===== src/rtl/pwm_pkg.sv =====
// Shared definitions for the multi-channel PWM generator.
// Holds the mode encoding, the counter direction type and the reset
// defaults for the period and duty registers.
package pwm_pkg;

  localparam logic PWM_MODE_EDGE   = 1'b0;
  localparam logic PWM_MODE_CENTER = 1'b1;

  typedef enum logic {
    DIR_UP   = 1'b0,
    DIR_DOWN = 1'b1
  } dir_e;

  localparam int unsigned DEFAULT_PERIOD = 32'd1;
  localparam int unsigned DEFAULT_DUTY   = 32'd0;

endpackage


===== src/rtl/pwm_multi_if.sv =====
// Configuration bus between the register block and the PWM core.
// Ports (master drives, slave receives):
//   enable   - run enable
//   load     - one-cycle strobe capturing the fields below into shadow regs
//   period   - period value P
//   duty     - per-channel duty, channel i at [i*CNT_W +: CNT_W]
//   mode     - 0 edge-aligned, 1 centre-aligned
//   polarity - per-channel output inversion
interface pwm_multi_if #(
  parameter int CH_NUM = 4,
  parameter int CNT_W  = 16
);
  logic                    enable;
  logic                    load;
  logic [CNT_W-1:0]        period;
  logic [CH_NUM*CNT_W-1:0] duty;
  logic                    mode;
  logic [CH_NUM-1:0]       polarity;

  modport master (output enable, load, period, duty, mode, polarity);
  modport slave  (input  enable, load, period, duty, mode, polarity);
endinterface


===== src/rtl/pwm_channel.sv =====
// One PWM channel: shadow/active duty and polarity, compare and output flop.
// Ports:
//   clk, reset - clock, asynchronous active-high reset
//   enable     - run enable (low drives the inactive level)
//   load       - capture duty/polarity into the shadow registers
//   commit     - copy shadow into active this cycle (also bypassed to compare)
//   duty       - duty value to shadow
//   polarity   - polarity bit to shadow
//   cnt        - shared period counter
//   pwm        - registered PWM output
module pwm_channel
  import pwm_pkg::*;
#(
  parameter int CNT_W = 16
) (
  input  logic             clk,
  input  logic             reset,
  input  logic             enable,
  input  logic             load,
  input  logic             commit,
  input  logic [CNT_W-1:0] duty,
  input  logic             polarity,
  input  logic [CNT_W-1:0] cnt,
  output logic             pwm
);

  logic [CNT_W-1:0] duty_sh_r;
  logic [CNT_W-1:0] duty_act_r;
  logic [CNT_W-1:0] duty_eff_s;
  logic             pol_sh_r;
  logic             pol_act_r;
  logic             pol_eff_s;
  logic             raw_s;
  logic             pwm_r;

  // Values being committed are used by the compare in the commit cycle itself
  always_comb begin
    duty_eff_s = duty_act_r;
    pol_eff_s  = pol_act_r;
    if (commit) begin
      duty_eff_s = duty_sh_r;
      pol_eff_s  = pol_sh_r;
    end else begin
      duty_eff_s = duty_act_r;
      pol_eff_s  = pol_act_r;
    end
    raw_s = (cnt < duty_eff_s);
  end

  // Shadow capture on load, active update on commit (commit sees pre-load shadow)
  always_ff @(posedge clk or posedge reset) begin
    if (reset) begin
      duty_sh_r  <= CNT_W'(DEFAULT_DUTY);
      duty_act_r <= CNT_W'(DEFAULT_DUTY);
      pol_sh_r   <= 1'b0;
      pol_act_r  <= 1'b0;
    end else begin
      if (load) begin
        duty_sh_r <= duty;
        pol_sh_r  <= polarity;
      end
      if (commit) begin
        duty_act_r <= duty_sh_r;
        pol_act_r  <= pol_sh_r;
      end
    end
  end

  // Output flop: inactive level while disabled, zero only during reset
  always_ff @(posedge clk or posedge reset) begin
    if (reset) begin
      pwm_r <= 1'b0;
    end else begin
      pwm_r <= enable ? (raw_s ^ pol_eff_s) : pol_eff_s;
    end
  end

  assign pwm = pwm_r;

endmodule


===== src/rtl/pwm_multi.sv =====
// Multi-channel PWM generator with one shared period counter.
// Ports:
//   clk, reset   - clock, asynchronous active-high reset
//   cfg          - configuration bus (enable, load, period, duty, mode, polarity)
//   pwm_o        - registered per-channel PWM outputs
//   period_start - registered one-cycle pulse per period boundary
//   cnt_o        - current counter value
// Period, mode, duty and polarity are double-buffered; a pending shadow is
// committed at the next period boundary, or at once while disabled.
module pwm_multi
  import pwm_pkg::*;
#(
  parameter int CH_NUM = 4,
  parameter int CNT_W  = 16
) (
  input  logic              clk,
  input  logic              reset,
  pwm_multi_if.slave        cfg,
  output logic [CH_NUM-1:0] pwm_o,
  output logic              period_start,
  output logic [CNT_W-1:0]  cnt_o
);

  localparam logic [CNT_W-1:0] ZERO = {CNT_W{1'b0}};
  localparam logic [CNT_W-1:0] ONE  = CNT_W'(1);

  logic [CNT_W-1:0] cnt_r;
  logic [CNT_W-1:0] cnt_nxt_s;
  dir_e             dir_r;
  dir_e             dir_nxt_s;
  logic [CNT_W-1:0] period_sh_r;
  logic [CNT_W-1:0] period_act_r;
  logic [CNT_W-1:0] period_eff_s;
  logic [CNT_W-1:0] pe_s;
  logic [CNT_W-1:0] pe_last_s;
  logic             mode_sh_r;
  logic             mode_act_r;
  logic             mode_eff_s;
  logic             pending_r;
  logic             boundary_s;
  logic             commit_s;
  logic             period_start_r;

  // Boundary detection, commit decision and bypassed period/mode
  always_comb begin
    boundary_s   = cfg.enable && (cnt_r == ZERO) && (dir_r == DIR_UP);
    commit_s     = pending_r && (boundary_s || !cfg.enable);
    period_eff_s = commit_s ? period_sh_r : period_act_r;
    mode_eff_s   = commit_s ? mode_sh_r : mode_act_r;
    pe_s         = (period_eff_s == ZERO) ? ONE : period_eff_s;
    pe_last_s    = pe_s - ONE;
  end

  // Counter/direction next state; centre mode holds each endpoint for two cycles
  always_comb begin
    cnt_nxt_s = cnt_r;
    dir_nxt_s = dir_r;
    if (!cfg.enable) begin
      cnt_nxt_s = ZERO;
      dir_nxt_s = DIR_UP;
    end else if (mode_eff_s == PWM_MODE_EDGE) begin
      dir_nxt_s = DIR_UP;
      cnt_nxt_s = (cnt_r >= pe_last_s) ? ZERO : (cnt_r + ONE);
    end else if (mode_eff_s == PWM_MODE_CENTER) begin
      case (dir_r)
        DIR_UP: begin
          if (cnt_r >= pe_last_s) begin
            dir_nxt_s = DIR_DOWN;
          end else begin
            cnt_nxt_s = cnt_r + ONE;
          end
        end
        DIR_DOWN: begin
          if (cnt_r == ZERO) begin
            dir_nxt_s = DIR_UP;
          end else begin
            cnt_nxt_s = cnt_r - ONE;
          end
        end
        default: begin
          cnt_nxt_s = ZERO;
          dir_nxt_s = DIR_UP;
        end
      endcase
    end else begin
      cnt_nxt_s = ZERO;
      dir_nxt_s = DIR_UP;
    end
  end

  // Counter and direction state register
  always_ff @(posedge clk or posedge reset) begin
    if (reset) begin
      cnt_r <= ZERO;
      dir_r <= DIR_UP;
    end else begin
      cnt_r <= cnt_nxt_s;
      dir_r <= dir_nxt_s;
    end
  end

  // Shadow/active period and mode plus pending flag; a load wins over a commit
  always_ff @(posedge clk or posedge reset) begin
    if (reset) begin
      period_sh_r  <= CNT_W'(DEFAULT_PERIOD);
      period_act_r <= CNT_W'(DEFAULT_PERIOD);
      mode_sh_r    <= PWM_MODE_EDGE;
      mode_act_r   <= PWM_MODE_EDGE;
      pending_r    <= 1'b0;
    end else begin
      if (cfg.load) begin
        period_sh_r <= cfg.period;
        mode_sh_r   <= cfg.mode;
      end
      if (commit_s) begin
        period_act_r <= period_sh_r;
        mode_act_r   <= mode_sh_r;
      end
      if (cfg.load) begin
        pending_r <= 1'b1;
      end else if (commit_s) begin
        pending_r <= 1'b0;
      end
    end
  end

  // Registered period-start pulse, aligned with the PWM outputs
  always_ff @(posedge clk or posedge reset) begin
    if (reset) begin
      period_start_r <= 1'b0;
    end else begin
      period_start_r <= boundary_s;
    end
  end

  for (genvar i = 0; i < CH_NUM; i++) begin : gen_ch
    pwm_channel #(.CNT_W(CNT_W)) u_ch (
      .clk      (clk),
      .reset    (reset),
      .enable   (cfg.enable),
      .load     (cfg.load),
      .commit   (commit_s),
      .duty     (cfg.duty[i*CNT_W +: CNT_W]),
      .polarity (cfg.polarity[i]),
      .cnt      (cnt_r),
      .pwm      (pwm_o[i])
    );
  end

  assign period_start = period_start_r;
  assign cnt_o        = cnt_r;

endmodule


===== src/flat_wrapper.sv =====
// flat-port wrapper written by rule: the top's interface ports become plain ports
module pwm_multi_flat import pwm_pkg::*;
#(
  parameter int CH_NUM = 4,
  parameter int CNT_W  = 16
)
  (clk, reset, pwm_o, period_start, cnt_o, cfg_enable, cfg_load, cfg_period, cfg_duty, cfg_mode, cfg_polarity);
  pwm_multi_if #(.CH_NUM(CH_NUM), .CNT_W(CNT_W)) cfg_i ();
  input  logic clk;
  input  logic reset;
  output logic [CH_NUM-1:0] pwm_o;
  output logic period_start;
  output logic [CNT_W-1:0] cnt_o;
  input wire logic [$bits(cfg_i.enable)-1:0] cfg_enable;
  input wire logic [$bits(cfg_i.load)-1:0] cfg_load;
  input wire logic [$bits(cfg_i.period)-1:0] cfg_period;
  input wire logic [$bits(cfg_i.duty)-1:0] cfg_duty;
  input wire logic [$bits(cfg_i.mode)-1:0] cfg_mode;
  input wire logic [$bits(cfg_i.polarity)-1:0] cfg_polarity;
  assign cfg_i.enable = cfg_enable;
  assign cfg_i.load = cfg_load;
  assign cfg_i.period = cfg_period;
  assign cfg_i.duty = cfg_duty;
  assign cfg_i.mode = cfg_mode;
  assign cfg_i.polarity = cfg_polarity;
  pwm_multi #(.CH_NUM(CH_NUM), .CNT_W(CNT_W)) u_core (.clk(clk), .reset(reset), .cfg(cfg_i), .pwm_o(pwm_o), .period_start(period_start), .cnt_o(cnt_o));
endmodule

===== config.mk =====
export PLATFORM = sky130hd
export DESIGN_NAME = pwm_multi_flat
export DESIGN_NICKNAME = d
export VERILOG_FILES = /design/src/rtl/pwm_pkg.sv /design/src/rtl/pwm_multi_if.sv /design/src/rtl/pwm_channel.sv /design/src/rtl/pwm_multi.sv /design/src/flat_wrapper.sv
export SDC_FILE = /design/constraint.sdc
export NUM_CORES = 1
export LEC_CHECK = 0
export ABC_AREA = 0
export BUFFER_PORTS_ARGS = -buffer_cell sky130_fd_sc_hd__buf_4
export CORE_MARGIN = 1
export CORE_UTILIZATION = 46
export CTS_CLUSTER_SIZE = 24
export DETAILED_ROUTE_END_ITERATION = 10
export SYNTH_ARGS = -nofsm -noshare
export SYNTH_HDL_FRONTEND = slang
export SYNTH_SLANG_ARGS = --single-unit

===== constraint.sdc =====
create_clock -name clk -period 9.2 [get_ports clk]
set_clock_uncertainty 0.2 [all_clocks]
set_input_delay 1.38 -clock clk [delete_from_list [all_inputs] [get_ports clk]]
set_output_delay 1.38 -clock clk [all_outputs]
set_load 0.01 [all_outputs]

After elaboration in Yosys (flattened, before gate mapping)
Cells that the tools add are included.

Add/subtract/negate cells: 3. Muxes and demuxes: 28. Equal/unequal tests: 2. Reductions and logical operators: 9. Magnitude comparators: 5. Bitwise gates (word level): 5.

Operators by type and width (count): $mux W16 (11); $lt A16 B16 Y1 (4); $logic_not A16 Y1 (2); $pmux W16 S2 (1); $sub A16 B1 Y16 const B (2); $add A16 B1 Y16 const B (1); $ge A16 B16 Y1 (1); $mux W1 (15); $ne A4 B4 Y1 const B (2); $xor A1 B1 Y1 (4); $logic_and A1 B1 Y1 (3); $pmux W1 S2 (1); $reduce_and A2 Y1 (1); $reduce_bool A2 Y1 (1); $logic_not A1 Y1 (1); $logic_or A1 B1 Y1 (1); $not A1 Y1 (1).

Output and inout bits: 21. Bits of input ports: 89. Bits in registers: 193.

Depth between registers and ports, before layout
Depth in word-level cells: 14. Depth in mapped cells: 24.

Modules after synthesis
A second synthesis with hierarchy kept.

Cells, all modules: 887. Area total of the unflattened synthesis: 10177.3 µm².

By module, submodules not included: pwm_channel (area an instance 1676.6 µm², instances 4, cells an instance 132); pwm_multi (area an instance 3470.8 µm², instances 1, cells an instance 359).

Worst setup path before layout
OpenSTA, ideal clock, no wires.

Kind: flip-flop to flip-flop. Start: register u_core.cnt_r[0], in the netlist u_core.cnt_o[0]. End: register u_core.cnt_r[0], in the netlist u_core.cnt_o[0]. Arrival: 5.326 ns. Stages on the path, launching flop included: 24. Path slack: 3.609 ns. Buffers on the path: 4. Data required time: 8.936 ns. Setup time: 0.064 ns. Path through: dfrtp_1 -> inv_1 -> ha_1 -> or4b_1 -> o41ai_4 -> nand2_4 -> buf_6 -> buf_2 -> buf_2 -> a31oi_1 -> nor2b_1 -> ha_1 -> o21ai_0 -> or3_1 -> xor2_1 -> ha_1 -> nand4_1 -> o211ai_1 -> a21oi_1 -> o31a_1 -> or4_4 -> o31ai_4 -> buf_6 -> mux2_2.

Cells in the longest elaborated chain, start to end: 13.

RTL lines: start: declaration (line pwm_multi.sv:27) `logic [CNT_W-1:0] cnt_r;`; start signal: assignment (line pwm_multi.sv:97) `cnt_r <= cnt_nxt_s;`; $logic_not A16 Y1 (line pwm_multi.sv:46, pwm_multi.sv:74); $logic_and A1 B1 Y1 (2 in a row) (line pwm_multi.sv:46) `boundary_s = cfg.enable && (cnt_r == ZERO) && (dir_r == DIR_UP);`; $logic_or A1 B1 Y1 (line pwm_multi.sv:47) `commit_s = pending_r && (boundary_s || !cfg.enable);`; $logic_and A1 B1 Y1 (line pwm_multi.sv:47); $mux W16 (line pwm_multi.sv:48) `period_eff_s = commit_s ? period_sh_r : period_act_r;`; $logic_not A16 Y1 (line pwm_multi.sv:50) `pe_s = (period_eff_s == ZERO) ? ONE : period_eff_s;`; $mux W16 (line pwm_multi.sv:50); $sub A16 B1 Y16 (line pwm_multi.sv:51) `pe_last_s = pe_s - ONE;`; $ge A16 B16 Y1 (line pwm_multi.sv:63, pwm_multi.sv:67); $mux W16 (line pwm_multi.sv:63) `cnt_nxt_s = (cnt_r >= pe_last_s) ? ZERO : (cnt_r + ONE);`; $mux W16 (line pwm_multi.sv:61) `end else if (mode_eff_s == PWM_MODE_EDGE) begin`; $mux W16 (line pwm_multi.sv:58) `if (!cfg.enable) begin`.

Parallel ways exist; a longest one is shown, timed or not. The select of a mux whose other input is x is not followed. A chain may end at the register's enable or synchronous reset.

Worst setup path after layout
Start: register u_core.cnt_r[0], in the netlist u_core.cnt_o[0]. End: register u_core.cnt_r[0], in the netlist u_core.cnt_o[0].

Cells in the longest elaborated chain, start to end: 13.

RTL lines: $logic_not A16 Y1 (*) (line pwm_multi.sv:46); $logic_and A1 B1 Y1 (*) (2 in a row) (line pwm_multi.sv:46); $logic_or A1 B1 Y1 (*) (line pwm_multi.sv:47); $logic_and A1 B1 Y1 (*) (line pwm_multi.sv:47); $mux W16 (*) (line pwm_multi.sv:48); named net u_core.period_eff_s[0] (line pwm_multi.sv:33) `logic [CNT_W-1:0] period_eff_s;`; $logic_not A16 Y1 (line pwm_multi.sv:50); $mux W16 (*) (line pwm_multi.sv:50); $sub A16 B1 Y16 (*) (line pwm_multi.sv:51); $ge A16 B16 Y1 (*) (line pwm_multi.sv:63, pwm_multi.sv:67); $mux W16 (line pwm_multi.sv:63); $mux W16 (line pwm_multi.sv:61); $mux W16 (line pwm_multi.sv:58).

Mark *: on every way through the listed nets, which the timed path passes. The rest lies on a longest branch. The select of a mux whose other input is x is not followed.

==> results.cfg <==
[timing]
worst_slew_pin_slew_ps = 954.1
tns_ps = 0
rsz0062_at_grt = false
setup_viol = 0
post-route-min-period_ps = 6188
timing.hold.ws_ps = 294.5
slew_violations = 0
period_share = 0.6726
slew_headroom = 0.3639
fmax_mhz = 161.6
hold_viol = 0

[routing]
viasPerCell = 5.409
vias = 6923
ant_nets = 0
drt-total-wl_um = 22520
initialDrtViolationCount = 329
drc_errors = 0
first_pass_iters = 4
wl_per_cell_um = 17.59

[clock_tree]
clock_sinks = 193
ctsHoldBuffers = 0
cts.clk_slew.worst_paths_ps = 70
cts_root_buf = clkbuf_16
cts.htree.levels = 4
numCtsBuffers = 17
cts_tree = built
cts_setup_buffers = 0
post_cts_resized = 0
clock_path_buffers = 2
clkLatencyLatePin_ps = 440

[yosys]
synth_area_sq_um = 10120
yosys_warnings = 0
syn_inst = 895
synth-main-ff-cell = dfrtp_1
synth_top_area_frac = 0.4721
syn_nets = 1064
yosysSeqAreaShare = 0.4773
async_flop_share = 1.000
avgSynthCellArea_sq_um = 11.31
synth-seq-cells = 193
synth_edf_count = 0
post_synth_num_cell_types = 64
yosysTopAreaCell = dfrtp_1
synthTopCellsByArea = dfrtp_1 (47%), mux2_2 (10%), ha_1 (9.9%)

[critical_path]
startpoint = u_core.cnt_o[0]$_DFFE_PP0P_
worstPathMaxFanout = 42
cp.required_ps = 9380
path_cells = inv_1, ha_1, or4b_1, o41ai_4, nand2_4, mux2_2, nor2b_1, ha_1, o21ai_0, or3_1, xor2_1, ha_1, nand4_1, o211ai_1, a21oi_1, o31a_1, or4_4, o31ai_4, mux2_2
critPathMostFrequentCell = ha_1
reg2reg_from = u_core.cnt_o[0]$_DFFE_PP0P_
cp_slowest_stage_delay_ps = 530
worst_setup_path_start_kind = flop
critPathCaptureType = flop
critPathArrivalTime_ps = 6370
crit_path_top_delay_cell = or4_4
crit_type = reg2reg

[cells_and_area]
fin_nets = 1161
final_common_cell = dfrtp_1
diodes = 0
drive_above_1_share = 0.2537
layout_common_cells = dfrtp_1 (191), buf_4 (114), mux2_2 (92), ha_1 (80), inv_1 (73)
stdcell_area_sq_um = 11740
area_growth_pct = 15.93

[die]
fp.coreArea_sq_um = 21290
die-area_sq_um = 22610
rows = 53
die_w_um = 150.4
io-pin-count = 110
start_util = 0.4756
die_h_um = 150.4

[grt]
grt_pass1_vias = 6938
grt_usage = 0.2151
grt_overflow = 0
grt_max_degree = 139
grt_pass1_wl_um = 36790
antenna_found_initial = 0

[outcome]
status = finished clean

[placement]
portBuffers = 109
place_congestion = 0.8698
dpl_cell_area_sq_um = 11140
dp_hpwl_um = 15920

[worst_hold_path]
hp-class = reg2reg
min_from = u_core.gen_ch[3].u_ch.pol_act_r$_DFF_PP0_

[power_and_ir_drop]
power_mw = 2.248
p_leak_nw = 5.973
p_per_area_nw_per_um2 = 191.5
ir_drop_mv = 0.1242

[run]
maxCapViolCount = 0
[path summary, 6_finish.rpt]
| path | cells after the start | endpoint | slack [ps] |
|---|---|---|---|
| min in group asynchronous | 2 | u_core.gen_ch[0].u_ch.duty_sh_r[11]$_DFFE_PP0P_ | 940 |
| min | 2 | u_core.gen_ch[3].u_ch.pol_act_r$_DFF_PP0_ | 290 |
| max in group asynchronous | 3 | u_core.gen_ch[2].u_ch.duty_sh_r[3]$_DFFE_PP0P_ | 6570 |
| max reg2reg | 19 | u_core.cnt_o[0]$_DFFE_PP0P_ | 3010 |
| max | 19 | u_core.cnt_o[0]$_DFFE_PP0P_ | 3010 |
| min reg2reg | 2 | u_core.gen_ch[3].u_ch.pol_act_r$_DFF_PP0_ | 290 |
[critical path: cells and delay by family, from the launching register on]
kind | cells | cell delay [ps]
buffers and inverters | 1 | 310
adder cells (fa/ha/maj) | 3 | 800
XOR/XNOR | 1 | 150
flip-flops | 1 | 470
AO/OA/AOI/OAI | 6 | 1300
AND/OR/NAND/NOR | 6 | 2180
multiplexers | 2 | 700
[synthesized netlist by cell type, types with 7 or more instances]
library cell	number
a21oi_1	34
o21ai_0	24
dfrtp_1	191
ha_1	80
clkbuf_1	9
nand3_1	9
mux2_2	92
a221o_1	11
or3_1	12
a21o_1	12
xor2_1	11
nand2_1	67
nor2_1	35
nand4_1	12
mux2i_1	64
inv_1	74
nor4_1	7
and3_1	18
nor3_1	21
buf_2	15
[per-layer routing]
metal | GRT usage | part of all wire | vias up
met5 | 0 | 0 | -
met4 | 0.06263 | 0.016 | 0
met3 | 0.04818 | 0.046 | 23
met2 | 0.3599 | 0.49 | 136
met1 | 0.2780 | 0.45 | 3372
li1 | - | - | 3392
[cells by family (layout without fill, tap and decap cells)]
kind of cell,after synthesis,in the layout,synth area share
AOI/OAI and AO/OA,123,123,0.08465
xor gates and xnor gates,17,17,0.01471
adders and majority gates,80,80,0.09886
buffers and inverters,112,222,0.04708
DFF,193,193,0.4773
muxes,159,159,0.1705
and+or+nand+nor,211,211,0.1069
[through the flow]
stage	worst slack, ps	std cells	utilization
2_1_floorplan	2368	895	-
3_3_place_gp	3208	1248	0.5234
5_1_grt	2729	1280	0.5514
4_1_cts	3054	1280	0.5514
6_report	3012	1280	0.5514
3_5_place_dp	3068	1248	0.5234
[power by group]
part / total, mW / internal [mW] / switching, mW
Sequential: 1.04 / 0.978 / 0.0626
Clock: 0.749 / 0.388 / 0.360
Combinational: 0.458 / 0.206 / 0.252
[state kept, by name, indices dropped and copies added (netlist names)]
register / cells
u_core.gen_ch.u_ch.duty_act_r: 64
u_core.gen_ch.u_ch.duty_sh_r: 64
u_core.cnt_o: 16
u_core.period_act_r: 16
u_core.period_sh_r: 16
u_core.gen_ch.u_ch.pol_act_r: 4
u_core.gen_ch.u_ch.pol_sh_r: 4
u_core.gen_ch.u_ch.pwm: 4
u_core.dir_r: 1
u_core.mode_act_r: 1
u_core.mode_sh_r: 1
u_core.pending_r: 1
u_core.period_start: 1
[layout make-up]
type | instances | area [sq um]
fill | 1854 | 9549
sequential | 193 | 4832
multi-input combinational | 590 | 4816
timing repair buffer | 114 | 855.8
clock buffer | 18 | 429.2
tap | 275 | 344.1
inverter | 76 | 292.8
clock inverter | 14 | 167.7
Note: power is estimated with default switching activity, not from simulation.
